===== config.mk =====
export PLATFORM = sky130hd
export DESIGN_NAME = daq_conv_sequencer
export DESIGN_NICKNAME = d
export VERILOG_FILES = /design/src/rtl/daq_conv_sequencer.sv
export SDC_FILE = /design/constraint.sdc
export NUM_CORES = 1
export LEC_CHECK = 0
export ABC_AREA = 1
export CAP_MARGIN = 5
export CORE_MARGIN = 5
export CORE_UTILIZATION = 61
export CTS_CLUSTER_SIZE = 16
export DETAILED_ROUTE_END_ITERATION = 7
export PLACE_DENSITY_LB_ADDON = 0.25
export SLEW_MARGIN = 10
export SYNTH_ARGS = -nofsm -noshare
export SYNTH_HDL_FRONTEND = slang
export SYNTH_SLANG_ARGS = --single-unit

===== constraint.sdc =====
create_clock -name clk_i -period 4.5 [get_ports clk_i]
set_clock_uncertainty 0.1 [all_clocks]
set_input_delay 0.45 -clock clk_i [delete_from_list [all_inputs] [get_ports clk_i]]
set_output_delay 0.45 -clock clk_i [all_outputs]
set_load 0.005 [all_outputs]

===== src/rtl/daq_conv_sequencer.sv =====
// daq_conv_sequencer: programmable-period ADC convert-start sequencer with busy handshake
//
// Issues convert-start pulses every div_i+1 clk_i cycles, waits for all N_ADC busy
// lines to clear, and supports finite bursts (burst_len_i>0) or continuous runs (0).
// Optional macro DAQ_BUSY_SYNC_EN: pass busy_i through a 2-flop synchronizer first.
//
// Ports:
//   clk_i           fabric clock
//   reset_i         asynchronous active-high reset
//   en_i            global enable, low aborts to IDLE (count and sticky flags kept)
//   start_i         start strobe, accepted in IDLE only
//   div_i           period divisor, rising edges div_i+1 cycles apart
//   burst_len_i     conversions per burst, 0 = continuous
//   busy_i          per-ADC busy, high while converting
//   conv_o          registered convert-start pulse, PULSE_W cycles wide
//   sample_valid_o  one-cycle pulse once all busy lines cleared
//   active_o        high outside IDLE
//   done_o          one-cycle pulse at burst completion
//   overrun_o       sticky, period tick arrived while a conversion was outstanding
//   timeout_o       sticky, busy failed to clear within TO_CYC cycles
//   conv_cnt_o      conversions issued in the current burst
module daq_conv_sequencer #(
   parameter int DIV_W   = 16,
   parameter int CNT_W   = 16,
   parameter int N_ADC   = 2,
   parameter int PULSE_W = 4,
   parameter int TO_CYC  = 255
) (
   input  logic             clk_i,
   input  logic             reset_i,
   input  logic             en_i,
   input  logic             start_i,
   input  logic [DIV_W-1:0] div_i,
   input  logic [CNT_W-1:0] burst_len_i,
   input  logic [N_ADC-1:0] busy_i,
   output logic             conv_o,
   output logic             sample_valid_o,
   output logic             active_o,
   output logic             done_o,
   output logic             overrun_o,
   output logic             timeout_o,
   output logic [CNT_W-1:0] conv_cnt_o
);
   localparam int PW_W = $clog2(PULSE_W + 1);
   localparam int TO_W = $clog2(TO_CYC + 1);

   typedef enum logic [1:0] {IDLE, PULSE, WAIT_BUSY, GAP} state_t;

   state_t           state_q, state_d;
   logic [DIV_W-1:0] div_q, div_d, tmr_q, tmr_d;
   logic [CNT_W-1:0] blen_q, blen_d, cnt_q, cnt_d;
   logic [PW_W-1:0]  pcnt_q, pcnt_d;
   logic [TO_W-1:0]  tocnt_q, tocnt_d;
   logic             conv_q, conv_d, sv_q, sv_d, done_q, done_d;
   logic             ovr_q, ovr_d, to_q, to_d;
   logic [N_ADC-1:0] busy_w;
   logic             tick, clear, burst_done, issue;

`ifdef DAQ_BUSY_SYNC_EN
   logic [N_ADC-1:0] bs1_q, bs2_q;
   always_ff @(posedge clk_i or posedge reset_i)
      if (reset_i) begin
         bs1_q <= '0;
         bs2_q <= '0;
      end else begin
         bs1_q <= busy_i;
         bs2_q <= bs1_q;
      end
   assign busy_w = bs2_q;
`else
   assign busy_w = busy_i;
`endif

   // The period timer free-runs from the first pulse; a tick is its zero count.
   assign tick       = (tmr_q == '0) && (state_q != IDLE);
   assign clear      = ~|busy_w;
   assign burst_done = (blen_q != '0) && (cnt_q == blen_q);
   // Done has priority over a coincident tick in GAP.
   assign issue      = en_i && ((state_q == IDLE && start_i) || (state_q == GAP && !burst_done && tick));

   always_comb begin
      state_d = state_q;
      div_d   = div_q;
      blen_d  = blen_q;
      cnt_d   = cnt_q;
      pcnt_d  = pcnt_q;
      tocnt_d = tocnt_q;
      conv_d  = conv_q;
      sv_d    = 1'b0;
      done_d  = 1'b0;
      ovr_d   = ovr_q;
      to_d    = to_q;
      tmr_d   = (state_q == IDLE) ? tmr_q : (tick ? div_q : tmr_q - DIV_W'(1));
      if (!en_i) begin
         state_d = IDLE;
         conv_d  = 1'b0;
      end else begin
         unique case (state_q)
            IDLE: if (start_i) begin
               blen_d = burst_len_i;
               ovr_d  = 1'b0;
               to_d   = 1'b0;
            end
            PULSE: begin
               ovr_d = ovr_q | tick;
               if (pcnt_q == '0) begin
                  conv_d  = 1'b0;
                  tocnt_d = '0;
                  state_d = WAIT_BUSY;
               end else
                  pcnt_d = pcnt_q - PW_W'(1);
            end
            WAIT_BUSY: begin
               ovr_d = ovr_q | tick;
               // A clear in the expiry cycle still counts as a good sample.
               if (clear) begin
                  sv_d    = 1'b1;
                  state_d = GAP;
               end else if (tocnt_q == TO_W'(TO_CYC - 1)) begin
                  to_d    = 1'b1;
                  state_d = GAP;
               end else
                  tocnt_d = tocnt_q + TO_W'(1);
            end
            GAP: if (burst_done) begin
               done_d  = 1'b1;
               state_d = IDLE;
            end
         endcase
         if (issue) begin
            state_d = PULSE;
            conv_d  = 1'b1;
            pcnt_d  = PW_W'(PULSE_W - 1);
            div_d   = div_i;
            tmr_d   = div_i;
            cnt_d   = (state_q == IDLE) ? CNT_W'(1) : cnt_q + CNT_W'(1);
         end
      end
   end

   always_ff @(posedge clk_i or posedge reset_i)
      if (reset_i) begin
         state_q <= IDLE;
         div_q   <= '0;
         blen_q  <= '0;
         tmr_q   <= '0;
         cnt_q   <= '0;
         pcnt_q  <= '0;
         tocnt_q <= '0;
         conv_q  <= 1'b0;
         sv_q    <= 1'b0;
         done_q  <= 1'b0;
         ovr_q   <= 1'b0;
         to_q    <= 1'b0;
      end else begin
         state_q <= state_d;
         div_q   <= div_d;
         blen_q  <= blen_d;
         tmr_q   <= tmr_d;
         cnt_q   <= cnt_d;
         pcnt_q  <= pcnt_d;
         tocnt_q <= tocnt_d;
         conv_q  <= conv_d;
         sv_q    <= sv_d;
         done_q  <= done_d;
         ovr_q   <= ovr_d;
         to_q    <= to_d;
      end

   assign conv_o         = conv_q;
   assign sample_valid_o = sv_q;
   assign active_o       = state_q != IDLE;
   assign done_o         = done_q;
   assign overrun_o      = ovr_q;
   assign timeout_o      = to_q;
   assign conv_cnt_o     = cnt_q;
endmodule


# Word-level counts from Yosys, hierarchy flattened
# Index checks and enable logic that the tools add are counted.
dict set report op_classes {
  n_addsub 4
  n_eq_ne 17
  mux 34
  bitwise_logic 1
  reduce_logical 27
}
# op n
set ops {}
lappend ops {{two-way mux 16 bit} 5}
lappend ops {{two-way mux 8 bit} 3}
lappend ops {{adder 16 x 1 -> 16 bit, second input constant} 1}
lappend ops {{equality test 16 bit} 1}
lappend ops {{zero test 16 bit} 1}
lappend ops {{case mux 8 bit (2 select lines)} 1}
lappend ops {{nonzero test 16 bit} 1}
lappend ops {{subtractor 16 x 1 -> 16 bit, second input constant} 1}
lappend ops {{two-way mux 1 bit} 13}
lappend ops {{two-way mux 2 bit} 6}
lappend ops {{inequality test 2 bit, second input constant} 6}
lappend ops {{AND reduction 5 bit} 2}
lappend ops {{nonzero test 2 bit} 5}
lappend ops {{two-way mux 3 bit} 3}
lappend ops {{AND reduction 3 bit} 3}
lappend ops {{adder 8 x 1 -> 8 bit, second input constant} 1}
lappend ops {{equality test 8 bit, second input constant} 1}
lappend ops {{inequality test 4 bit, second input constant} 2}
lappend ops {{logical AND 1 bit} 6}
lappend ops {{inequality test 3 x 1 -> 1 bit, second input constant} 2}
lappend ops {{case mux 2 bit (3 select lines)} 1}
lappend ops {{inequality test 5 x 1 -> 1 bit, second input constant} 1}
lappend ops {{inequality test 5 bit, second input constant} 1}
lappend ops {{equality test 2 bit, second input constant} 2}
lappend ops {{11 further kinds} 14}
dict set report totals {
  regBits 82
  in_bits 38
  output_inout_bits 22
}

# Logic depth before layout (Yosys ltp)
# Gate-level depths: netlist (run 1).
dict set report depth {
  word_depth 9
  ltp_mapped 14
  depth_no_buf 13
}

# Least setup slack after synthesis (run 1)
# No wires, ideal clock.
dict set report synth_path {
  kind {register to register}
  start {register state_q[0]}
  end {register tmr_q[14]}
  arrival_time_ns 1.814
  required_ns 4.282
  path_slack_ns 2.468
  path_stages_with_launch 13
  path_cell_list {dfrtp_1 inv_1 ha_1 buf_2 nor3_1 nand3_4 inv_2 nand3_2 nand2_4 nand2_4 buf_6 nand2_1 nand2_1}
}
dict set report synth_via {
  elab_chain_cells 7
  elab_cells_between_ends 13
}
# item line
set synth_lines {}
lappend synth_lines {{from (decl)} 49} ;# state_t state_q, state_d;
lappend synth_lines {{from (signal assigned)} 156} ;# state_q <= state_d;
lappend synth_lines {{equality test 2 bit or nonzero test 2 bit (tied branches)} {79, 75}}
lappend synth_lines {{logical AND 1 bit (on tied branches)} {79, 75}}
lappend synth_lines {{logical AND 1 bit} 79} ;# assign issue = en_i && ((state_q == IDLE && start_i) || (state_q == GAP && !burst_done && tick));
lappend synth_lines {{logical OR 1 bit} 79}
lappend synth_lines {{logical AND 1 bit} 79}
lappend synth_lines {{two-way mux 16 bit} 130} ;# if (issue) begin
lappend synth_lines {{two-way mux 16 bit (*)} 94} ;# if (!en_i) begin
lappend synth_lines {{named net tmr_d[14]} 50} ;# logic [DIV_W-1:0] div_q, div_d, tmr_q, tmr_d;
lappend synth_lines {{to (signal assigned)} 159} ;# tmr_q <= tmr_d;
lappend synth_lines {{to (decl)} 50}
# The timed path passes the listed nets; every way through them passes the cells marked *.
# A chain may end at the register's enable or synchronous reset.

# Worst setup path after layout (run 1)
dict set report layout_path {
  start {register state_q[0]}
  end {output port active_o}
}
dict set report layout_via {
  elab_chain_cells 1
}
# item line
set layout_lines {}
lappend layout_lines {{nonzero test 2 bit} 172} ;# assign active_o = state_q != IDLE;
lappend layout_lines {{to (decl)} 38} ;# output logic active_o,
# Every way passes these cells.

==> results by group, run 1 <==
Die
  • Core region area: between 8000 and 9000 um^2
  • Die ar.: around 10000 um^2
  • Die Ht: just over 100 um
  • Initial core utilization: between 60% and 70%
  • Rows: 33
  • DIE WIDTH: 102 um
  • IO Count: 60

Global route
  • First-pass GRT wire length: between 20000 and 25000 um
  • Grt ovf: 0
  • Largest net degree at the start of global routing: just under 60
  • Total track usage: roughly a quarter
  • Vias in the first global route: around 4600
  • Initial antenna violation count: 0

STA
  • Fin worst setup slack: ~1300 ps
  • Max_slew headroom: 33.0%
  • Final Critical Period: around 3200 ps
  • Endpoints failing setup: 0
  • Max Freq: 311 MHz
  • Fin crit share: 71.6%
  • RSZ-0062 raised after global routing: no
  • Total negative slack: 0 ps
  • Final Hold Viols: 0
  • Worst slew pin tran: about 1000 ps
  • Count of final max-slew check failures: 0

Route
  • Routed Antenna Nets: 0
  • DR vias/cell: 5.34
  • Initial DRC Count: approximately 250
  • Via count: approximately 4800
  • 1st-pass router iterations: 8
  • WL final: about 12000 um
  • DRC viols: 1
  • DR WL/cell: about 13 um

Place
  • Final HPWL DP: around 8700 um
  • Post-Place Setup Slack: approximately 1400 ps
  • Buffers added on ports: 59
  • Routability cong.: just under 1

Synth
  • Mapped Cells: 739
  • Post-Syn Area: 5120 um^2
  • Synth warnings: 0
  • Register bit total from synthesis: 82
  • Largest cells by area after synthesis: dfrtp_1, nand2_1, nor2_1
  • Mapped Nets: about 790
  • Commonest cells in the netlist: nand2_1, nor2_1, dfrtp_1
  • Synth Flop Type: dfrtp_1
  • Synth unique cells: 38
  • Ys async rst share: 100%
  • Synth Area per Inst: ~6.9 um^2
  • Number of flops mapped to enable cells by yosys: 0
  • Seq/Total Area, Yosys: between 40% and 50%
  • Most common cell in the netlist: nand2_1
  • Synth area leader: dfrtp_1
  • Synth top area share: approximately two fifths

CTS
  • Reg clk slew, reported paths: approximately 90 ps
  • # clock sinks: about 80
  • Post CTS Setup Buffer Count: 0
  • Cts bufs inserted: 9
  • Post-cts resize count: 0
  • H-tree levels: 3
  • Bufs on Longest Clock Path: 2
  • CTS tree: yes
  • Cts hold-fix bufs: 0
  • Worst skew pair latency: between 300 and 400 ps
  • Clock root cell: clkbuf_8

Outcome
  • Status: finished, violations left
  • Failing checks: design-rule violations

Power
  • Worst ir drop on vdd: 0.271 mV
  • Power Total: between 3000 and 4000 uW
  • Pwr dens: around 530 nW/um^2
  • Leakage: between 0.002 and 0.003 uW

Min path
  • Hold crit path type: flip-flop to flip-flop

Critical path
  • Crit path max fanout: 20
  • Worst path cell trace: inv_1 > ha_1 > buf_4 > inv_1 > buf_4 > clkdlybuf4s50_1
  • CP endpoint kind: output pin
  • Largest stage delay, worst path: ~620 ps
  • Critical path type: flip-flop to output pin
  • Worst Path Arrival: 2670 ps
  • Req. time, crit path: a little under 4000 ps
  • CP Launch Type: flip-flop
  • Worst R2R End: div_q[11]$_DFFE_PP0P_
  • Register-to-register setup slack: approximately 1400 ps
  • RR Startpoint: state_q[0]$_DFFE_PP0P_
  • Slowest cell on the critical path: ha_1
  • Crit path capture: active_o
  • Crit. Startpoint: state_q[0]$_DFFE_PP0P_
  • Cells on worst reg2reg path: 10

Cells and area
  • Final-layout fill cell count: 659
  • Final #Nets: 832
  • Area Overhead vs Synth: 15.2%
  • Layout cells sized above 1: under 10%
  • Number of diodes: 0

Flow run
  • Max-cap violations: 0
worst max-delay path, delay by kind of cell (launching register included):
| kind | cells | cell delay, ps |
|---|---|---|
| buffers and inverters | 5 | 1280 |
| adders and majority gates | 1 | 620 |
| DFF | 1 | 410 |
metal layers:
metal	GRT usage, %	share of wire (%)	vias up
met5	0	0	-
met4	9.92	1.8	0
met3	3.65	5.7	21
met2	41.7	49	153
met1	32.4	44	2188
li1	-	-	2411
placed cells by master, fill, tap and decap left out, types with 10 or more instances in the layout:
master	instances
a21oi_1	21
clkdlybuf4s50_1	59
dfrtp_1	82
ha_1	11
inv_1	65
inv_2	10
nand2_1	256
nand3_1	63
nor2_1	88
nor3_1	14
o21ai_0	28
xor2_1	18
cell families (layout without fill, tap and decap cells):
kind of cell    Yosys count  after routing  share of synthesized area (%)
simple gates            449            449                           36.8
buf+inv                 107            156                           9.01
flops                    82             82                           40.1
compound gates           65             65                           7.08
xor+xnor                 24             24                           4.10
fa+ha+maj                11             11                           2.69
mux                       1              1                          0.220
worst min path at each step:
stage / slack (ps) / end / start / cells after the start
floorplan: 330 / div_q[11]$_DFFE_PP0P_ / div_q[11]$_DFFE_PP0P_ / 2
CTS: 380 / div_q[7]$_DFFE_PP0P_ / div_q[7]$_DFFE_PP0P_ / 2
global placement: 350 / div_q[6]$_DFFE_PP0P_ / div_q[6]$_DFFE_PP0P_ / 2
detailed placement: 360 / div_q[12]$_DFFE_PP0P_ / div_q[12]$_DFFE_PP0P_ / 2
finish: 380 / div_q[7]$_DFFE_PP0P_ / div_q[7]$_DFFE_PP0P_ / 2
global route: 410 / div_q[5]$_DFFE_PP0P_ / div_q[5]$_DFFE_PP0P_ / 2
power by group:
group / leakage [uW] / switching, uW / internal, uW
Sequential: 0.00103 / 238 / 996
Combinational: 0.00177 / 851 / 507
Clock: 0.0000966 / 285 / 258
cell type report:
type | instances | area, um^2 | area share, %
flip-flops and latches | 82 | 2050 | 34.8
repair buffers | 64 | 628 | 10.6
clock buffers | 10 | 128 | 2.16
multi-input cells | 550 | 2610 | 44.2
clock inverters | 6 | 65.1 | 1.10
well taps | 105 | 131 | 2.23
inverters | 76 | 287 | 4.86
through the flow:
step | instances | cell area, um^2 | hold WS (ps) | utilization, %
5_1_grt | 893 | 5900 | 407 | 71.8
3_3_place_gp | 877 | 5710 | 348 | 69.5
6_report | 893 | 5900 | 380 | 71.8
3_5_place_dp | 877 | 5710 | 363 | 69.5
4_1_cts | 893 | 5900 | 385 | 71.8
2_1_floorplan | 739 | 5120 | 334 | -
registers in the layout (all words and copies together) (netlist names):
| register | cells |
|---|---|
| conv_cnt_o | 16 |
| tmr_q | 16 |
| div_q | 16 |
| tocnt_q | 8 |
| pcnt_q | 3 |
| blen_q | 16 |
| done_o | 1 |
| sample_valid_o | 1 |
| conv_o | 1 |
| state_q | 2 |
| timeout_o | 1 |
| overrun_o | 1 |
(Power assumes the default switching activity.)
==> inputs of run 2 (changes only) <==
- CORE_UTILIZATION: 61 -> 57
- clock period: 4.5 -> 3.3 ns (I/O delays scaled with it)
==> run 2 against run 1 <==
Net effect:
- the run now ends clean
- die area rose by 6.3%
- setup slack got worse by 710 ps
- sequential power rose by 37%
- largest power group unchanged
- critical path depth shrank 1
- critical endpoint unchanged
- global-route usage down 1.7 points
==> results by group, run 2 (synthesis results as in run 1) <==
Outcome
  • Status: complete, no violations

Cells and area
  • Area Overhead vs Synth: 16.4%
  • Final-layout fill cell count: 740
  • Most common cell after layout, fill and taps aside: nand2_1
  • Commonest cells after routing, fill and taps aside: nand2_1, nor2_1, dfrtp_1
  • Layout cells sized above 1: 6.07%
  • Final #Nets: 835
  • Finished Cell Area: around 6000 um^2
  • Final std cells w/o fill: about 900
  • Number of diodes: 0

STA
  • RSZ-0062 raised after global routing: no
  • Final Critical Period: 2730 ps
  • Max Freq: 366 MHz
  • Count of final max-slew check failures: 0
  • Total negative slack: 0 ps
  • Worst slew pin tran: roughly 840 ps
  • Endpoints failing setup: 0
  • Fin crit share: about 83%
  • Max_slew headroom: between 40% and 50%
  • Final Hold Viols: 0

Route
  • DR vias/cell: between 5 and 6
  • DRC viols: 0
  • Via count: slightly below 5000
  • WL final: between 10000 and 15000 um
  • Initial DRC Count: between 200 and 250
  • DR WL/cell: between 10 and 15 um
  • Routed Antenna Nets: 0
  • 1st-pass router iterations: 5

Power
  • Switch share: between 40% and 50%
  • Logic pwr share: a little over two fifths
  • Clock power frac: approximately a fifth
  • Worst ir drop on vdd: between 0.3 and 0.4 mV
  • Internal power: between 2000 and 3000 uW
  • Pwr dens: approximately 740 nW/um^2
  • Power Total: about 4400 uW
  • Flop pwr share: approximately 39%
  • Leakage: approximately 0.003 uW
  • Switching power of the nets: 1880 uW

Global route
  • Largest net degree at the start of global routing: 52
  • Initial antenna violation count: 0
  • First-pass GRT wire length: around 21000 um
  • Total track usage: 23.1%
  • Grt ovf: 0
  • Vias in the first global route: roughly 4600

Die
  • DIE WIDTH: about 100 um
  • IO Count: 60
  • Rows: 34
  • Die ar.: approximately 11000 um^2
  • Initial core utilization: slightly below 60%
  • Die Ht: ~100 um
  • Core region area: around 8700 um^2

Critical path
  • Cells on worst reg2reg path: 10
  • CP endpoint kind: output pin
  • RR Startpoint: state_q[0]$_DFFE_PP0P_
  • Most used cell, CP: inv_1
  • Crit path buf inv count: 4
  • Req. time, crit path: roughly 2900 ps
  • Largest stage delay, worst path: between 500 and 600 ps
  • Critical path type: flip-flop to output pin
  • Crit. Startpoint: state_q[0]$_DFFE_PP0P_
  • Worst path cell trace: inv_1 > ha_1 > buf_4 > inv_1 > clkdlybuf4s50_1
  • Crit path max fanout: 33
  • Worst Path Arrival: around 2300 ps
  • Slowest cell on the critical path: clkdlybuf4s50_1
  • CP Launch Type: flip-flop
  • Delay-heaviest family, CP: buffers and inverters
  • Worst R2R End: div_q[9]$_DFFE_PP0P_
  • Register-to-register setup slack: around 700 ps

CTS
  • H-tree levels: 3
  • # clock sinks: 82
  • Reg clk slew, reported paths: approximately 90 ps
  • CTS tree: yes
  • Worst skew pair latency: approximately 370 ps
  • Post-cts resize count: 0
  • Cts hold-fix bufs: 0
  • Cts bufs inserted: 9
  • Post CTS Setup Buffer Count: 0
  • Bufs on Longest Clock Path: 2
  • Clock root cell: clkbuf_8

Place
  • Routability cong.: about 0.9
  • Final HPWL DP: between 8000 and 9000 um
  • Inst Count DP: 883
  • Buffers added on ports: 59
  • Placed cell area: 5730 um^2

Flow run
  • Max-cap violations: 0

Min path
  • Hold crit path type: input pin to async pin
[run 2: cell count changes in the layout (fill, tap and decap cells not counted), sizes merged]
| cell | change |
|---|---|
| buf | +3 |
| bufinv | +1 |
| inv | -1 |
[run 2: worst reg2reg max path, stage by stage, from the launching register on]
cell and delay, ps:
dfrtp_1 390, inv_1 90, ha_1 250, nor3_1 320
nand3_4 310, inv_2 170, nand3_2 100, nand2_4 160
nand2_4 330, nand2_1 200, nand2_1 70
[run 2: power groups by stage]
stage	Clock, uW	Combinational [uW]	Sequential, uW
global placement	0	1770	1680
detailed placement	0	1840	1700
finish	831	1860	1690
global route	884	2170	1730
CTS	842	1860	1680
floorplan	0	1450	1600
[run 2: area by class of cell]
type | count | area, um^2 | area share [%]
flip-flops and latches | 82 | 2050 | 34.4
well taps | 108 | 135 | 2.27
repair buffers | 67 | 651 | 10.9
clock inverters | 6 | 90.1 | 1.51
inverters | 76 | 287 | 4.81
multi-input cells | 550 | 2610 | 43.8
clock buffers | 10 | 138 | 2.31
[run 2: how the worst max path moves through the flow]
stage | slack [ps] | end | cells after the start
after floorplan | 760 | blen_q[0]$_DFFE_PP0P_ | 1
after global routing | 440 | active_o | 5
after global placement | 810 | tmr_q[11]$_DFF_PP0_ | 10
final | 570 | active_o | 5
after detailed placement | 730 | conv_cnt_o[3]$_DFFE_PP0P_ | 10
after CTS | 550 | active_o | 5
[run 2: through the flow]
step	util, %	hold WS, ps	setup slack, ps
after global placement	65.7	349	811
after global routing	68.4	403	440
after CTS	68.4	356	555
after detailed placement	65.7	355	729
after floorplan	-	334	762
final	68.4	324	566
[run 2: per-layer routing]
layer	GRT usage, %	wire, um	part of all wire [%]	vias up
met5	0	0	0	-
met4	8.31	267	2.2	0
met3	4.38	604	4.9	23
met2	39.3	5980	49	139
met1	29.5	5420	44	2237
li1	-	-	-	2421
==> inputs of run 3 (changes only) <==
- CORE_UTILIZATION: 57 -> 51
- clock period: 3.3 -> 2.4 ns (I/O delays scaled with it)
==> run 3 against run 2 <==
Net effect:
- cell area is 2.2% higher
- register-to-register slack worse by 540 ps
- non-clock buffer count rose by 6
- critical path depth unchanged
- wire length increased by 3.2%
- via count unchanged
- clock-buffer cell count is 1 lower
- clock power rose by 40%
- utilization fell by 6.0 points
- power rose by 40%
- sequential cell count unchanged
- critical path type unchanged
- critical endpoint unchanged
- largest cell class unchanged
==> results by group, run 3 (synthesis results as in run 1) <==
Outcome
  • Status: complete, no violations

Critical path
  • Worst R2R End: div_q[7]$_DFFE_PP0P_
  • CP endpoint kind: output pin
  • Req. time, crit path: a little over 2000 ps
  • RR Startpoint: tmr_q[0]$_DFF_PP0_
  • Crit path capture: active_o
  • Register-to-register setup slack: between 150 and 200 ps
  • CP Launch Type: flip-flop
  • Crit. Startpoint: state_q[0]$_DFFE_PP0P_
  • Cells on worst reg2reg path: 11
  • Crit path max fanout: 18
  • Worst Path Arrival: approximately 1900 ps
  • Critical path type: flip-flop to output pin

Die
  • IO Count: 60
  • Core region area: slightly below 10000 um^2
  • Die Ht: roughly 110 um
  • Initial core utilization: 52.4%
  • DIE WIDTH: between 100 and 150 um
  • Rows: 36
  • Die ar.: approximately 12000 um^2

Power
  • Power Total: approximately 6000 uW
  • Switching power of the nets: ~2600 uW
  • Clock power frac: between 10% and 20%
  • Internal power: approximately 3500 uW
  • Flop pwr share: a little under two fifths
  • Leakage: roughly 0.0030 uW
  • Worst ir drop on vdd: ~0.56 mV
  • Pwr dens: about 1000 nW/um^2
  • Switch share: roughly 43%
  • Logic pwr share: approximately 43%

Cells and area
  • Number of diodes: 0
  • Footprint of the multi-input gates: 2630 um^2
  • Finished Cell Area: between 6000 and 7000 um^2
  • Layout cells sized above 1: between 7 and 8%
  • Final-layout fill cell count: about 920
  • Storage element area: ~2100 um^2
  • Final #Nets: roughly 840
  • Area Overhead vs Synth: 18.9%
  • Most common cell after layout, fill and taps aside: nand2_1
  • Post-layout util: a little over 60%
  • Commonest cells after routing, fill and taps aside: nand2_1, nor2_1, dfrtp_1

STA
  • Total negative slack: 0 ps
  • Final Critical Period: about 2300 ps
  • RSZ-0062 raised after global routing: no
  • Fin crit share: a little over nine tenths
  • Max Freq: between 400 and 500 MHz
  • Endpoints failing setup: 0
  • Worst hold margin: approximately 210 ps
  • Worst slew pin tran: around 380 ps
  • Count of final max-slew check failures: 0
  • Max_slew headroom: between 70% and 80%
  • Final Hold Viols: 0

Route
  • DRC viols: 0
  • WL final: 12700 um
  • Via count: between 4000 and 5000
  • Routed Antenna Nets: 0
  • 1st-pass router iterations: 4
  • DR vias/cell: 5.18
  • DR WL/cell: about 14 um
  • Initial DRC Count: 254

CTS
  • Reg clk slew, reported paths: ~90 ps
  • Worst skew pair latency: 380 ps
  • Clock root cell: clkbuf_8
  • Cts bufs inserted: 9
  • Bufs on Longest Clock Path: 2
  • H-tree levels: 3
  • # clock sinks: 82
  • CTS tree: yes

Place
  • Placed cell area: 5830 um^2
  • Final HPWL DP: 9130 um
  • Buffers added on ports: 59
  • Routability cong.: ~0.9

Global route
  • Total track usage: between 20% and 30%
  • Initial antenna violation count: 0
  • Vias in the first global route: about 4500
  • Grt ovf: 0
  • First-pass GRT wire length: about 21000 um
  • Largest net degree at the start of global routing: 61

Flow run
  • Max-cap violations: 0

Min path
  • Hold crit path type: input pin to async pin
[run 3: cell types whose count changed in the layout (fill, tap and decap cells not counted), moves of 2 or more]
cell | before | now
buf_12 | 0 | 2
clkinv_2 | 2 | 0
inv_1 | 65 | 63
buf_4 | 8 | 11
clkinvlp_4 | 1 | 4
inv_6 | 0 | 2
[run 3: power groups by stage]
stage | logic, uW | clock network, uW | registers (uW)
after CTS | 2640 | 1180 | 2310
after global placement | 2490 | 0 | 2310
after floorplan | 2000 | 0 | 2200
after detailed placement | 2590 | 0 | 2320
final | 2650 | 1160 | 2310
after global routing | 3050 | 1240 | 2380
[run 3: area by class of cell]
type                       count  area share (%)
timing repair buffer          73            11.9
tap                          133            2.73
clock buffer                   9            2.03
multi-input combinational    551            43.2
clock inverter                 7            1.66
inverter                      76            4.81
sequential                    82            33.7
[run 3: stage by stage]
step | setup slack (ps) | std cells
after floorplan | 368 | 739
after global placement | 139 | 913
after detailed placement | 50.5 | 913
after CTS | 23.1 | 930
after global routing | 4.29 | 931
final | 130 | 931
[run 3: routing by layer]
| metal | track usage [%] | wire [um] |
|---|---|---|
| met4 | 7.21 | 330 |
| met5 | 0 | 0 |
| met1 | 27.5 | 5400 |
| met2 | 37.7 | 6200 |
| met3 | 6.29 | 745 |
[run 3: timing repair]
action                     CTS  global route
hold buffers                 0             0
gates cloned                 0             1
resized for setup            1             4
setup endpoints to repair    1            53
pin swaps                    0             1
buffers inserted             1             0
[run 3: critical path: stages (launching register included)]
cell and delay [ps]:
dfrtp_1 410, inv_1 120, ha_2 220, buf_6 190, clkinvlp_4 150, clkdlybuf4s50_1 460
[run 3: worst min path at each step]
stage	endpoint	depth (start not counted)
after detailed placement	div_q[5]$_DFFE_PP0P_	2
after global routing	timeout_o$_DFFE_PP0P_	3
after global placement	div_q[5]$_DFFE_PP0P_	2
final	timeout_o$_DFFE_PP0P_	3
after CTS	timeout_o$_DFFE_PP0P_	3
after floorplan	blen_q[12]$_DFFE_PP0P_	1
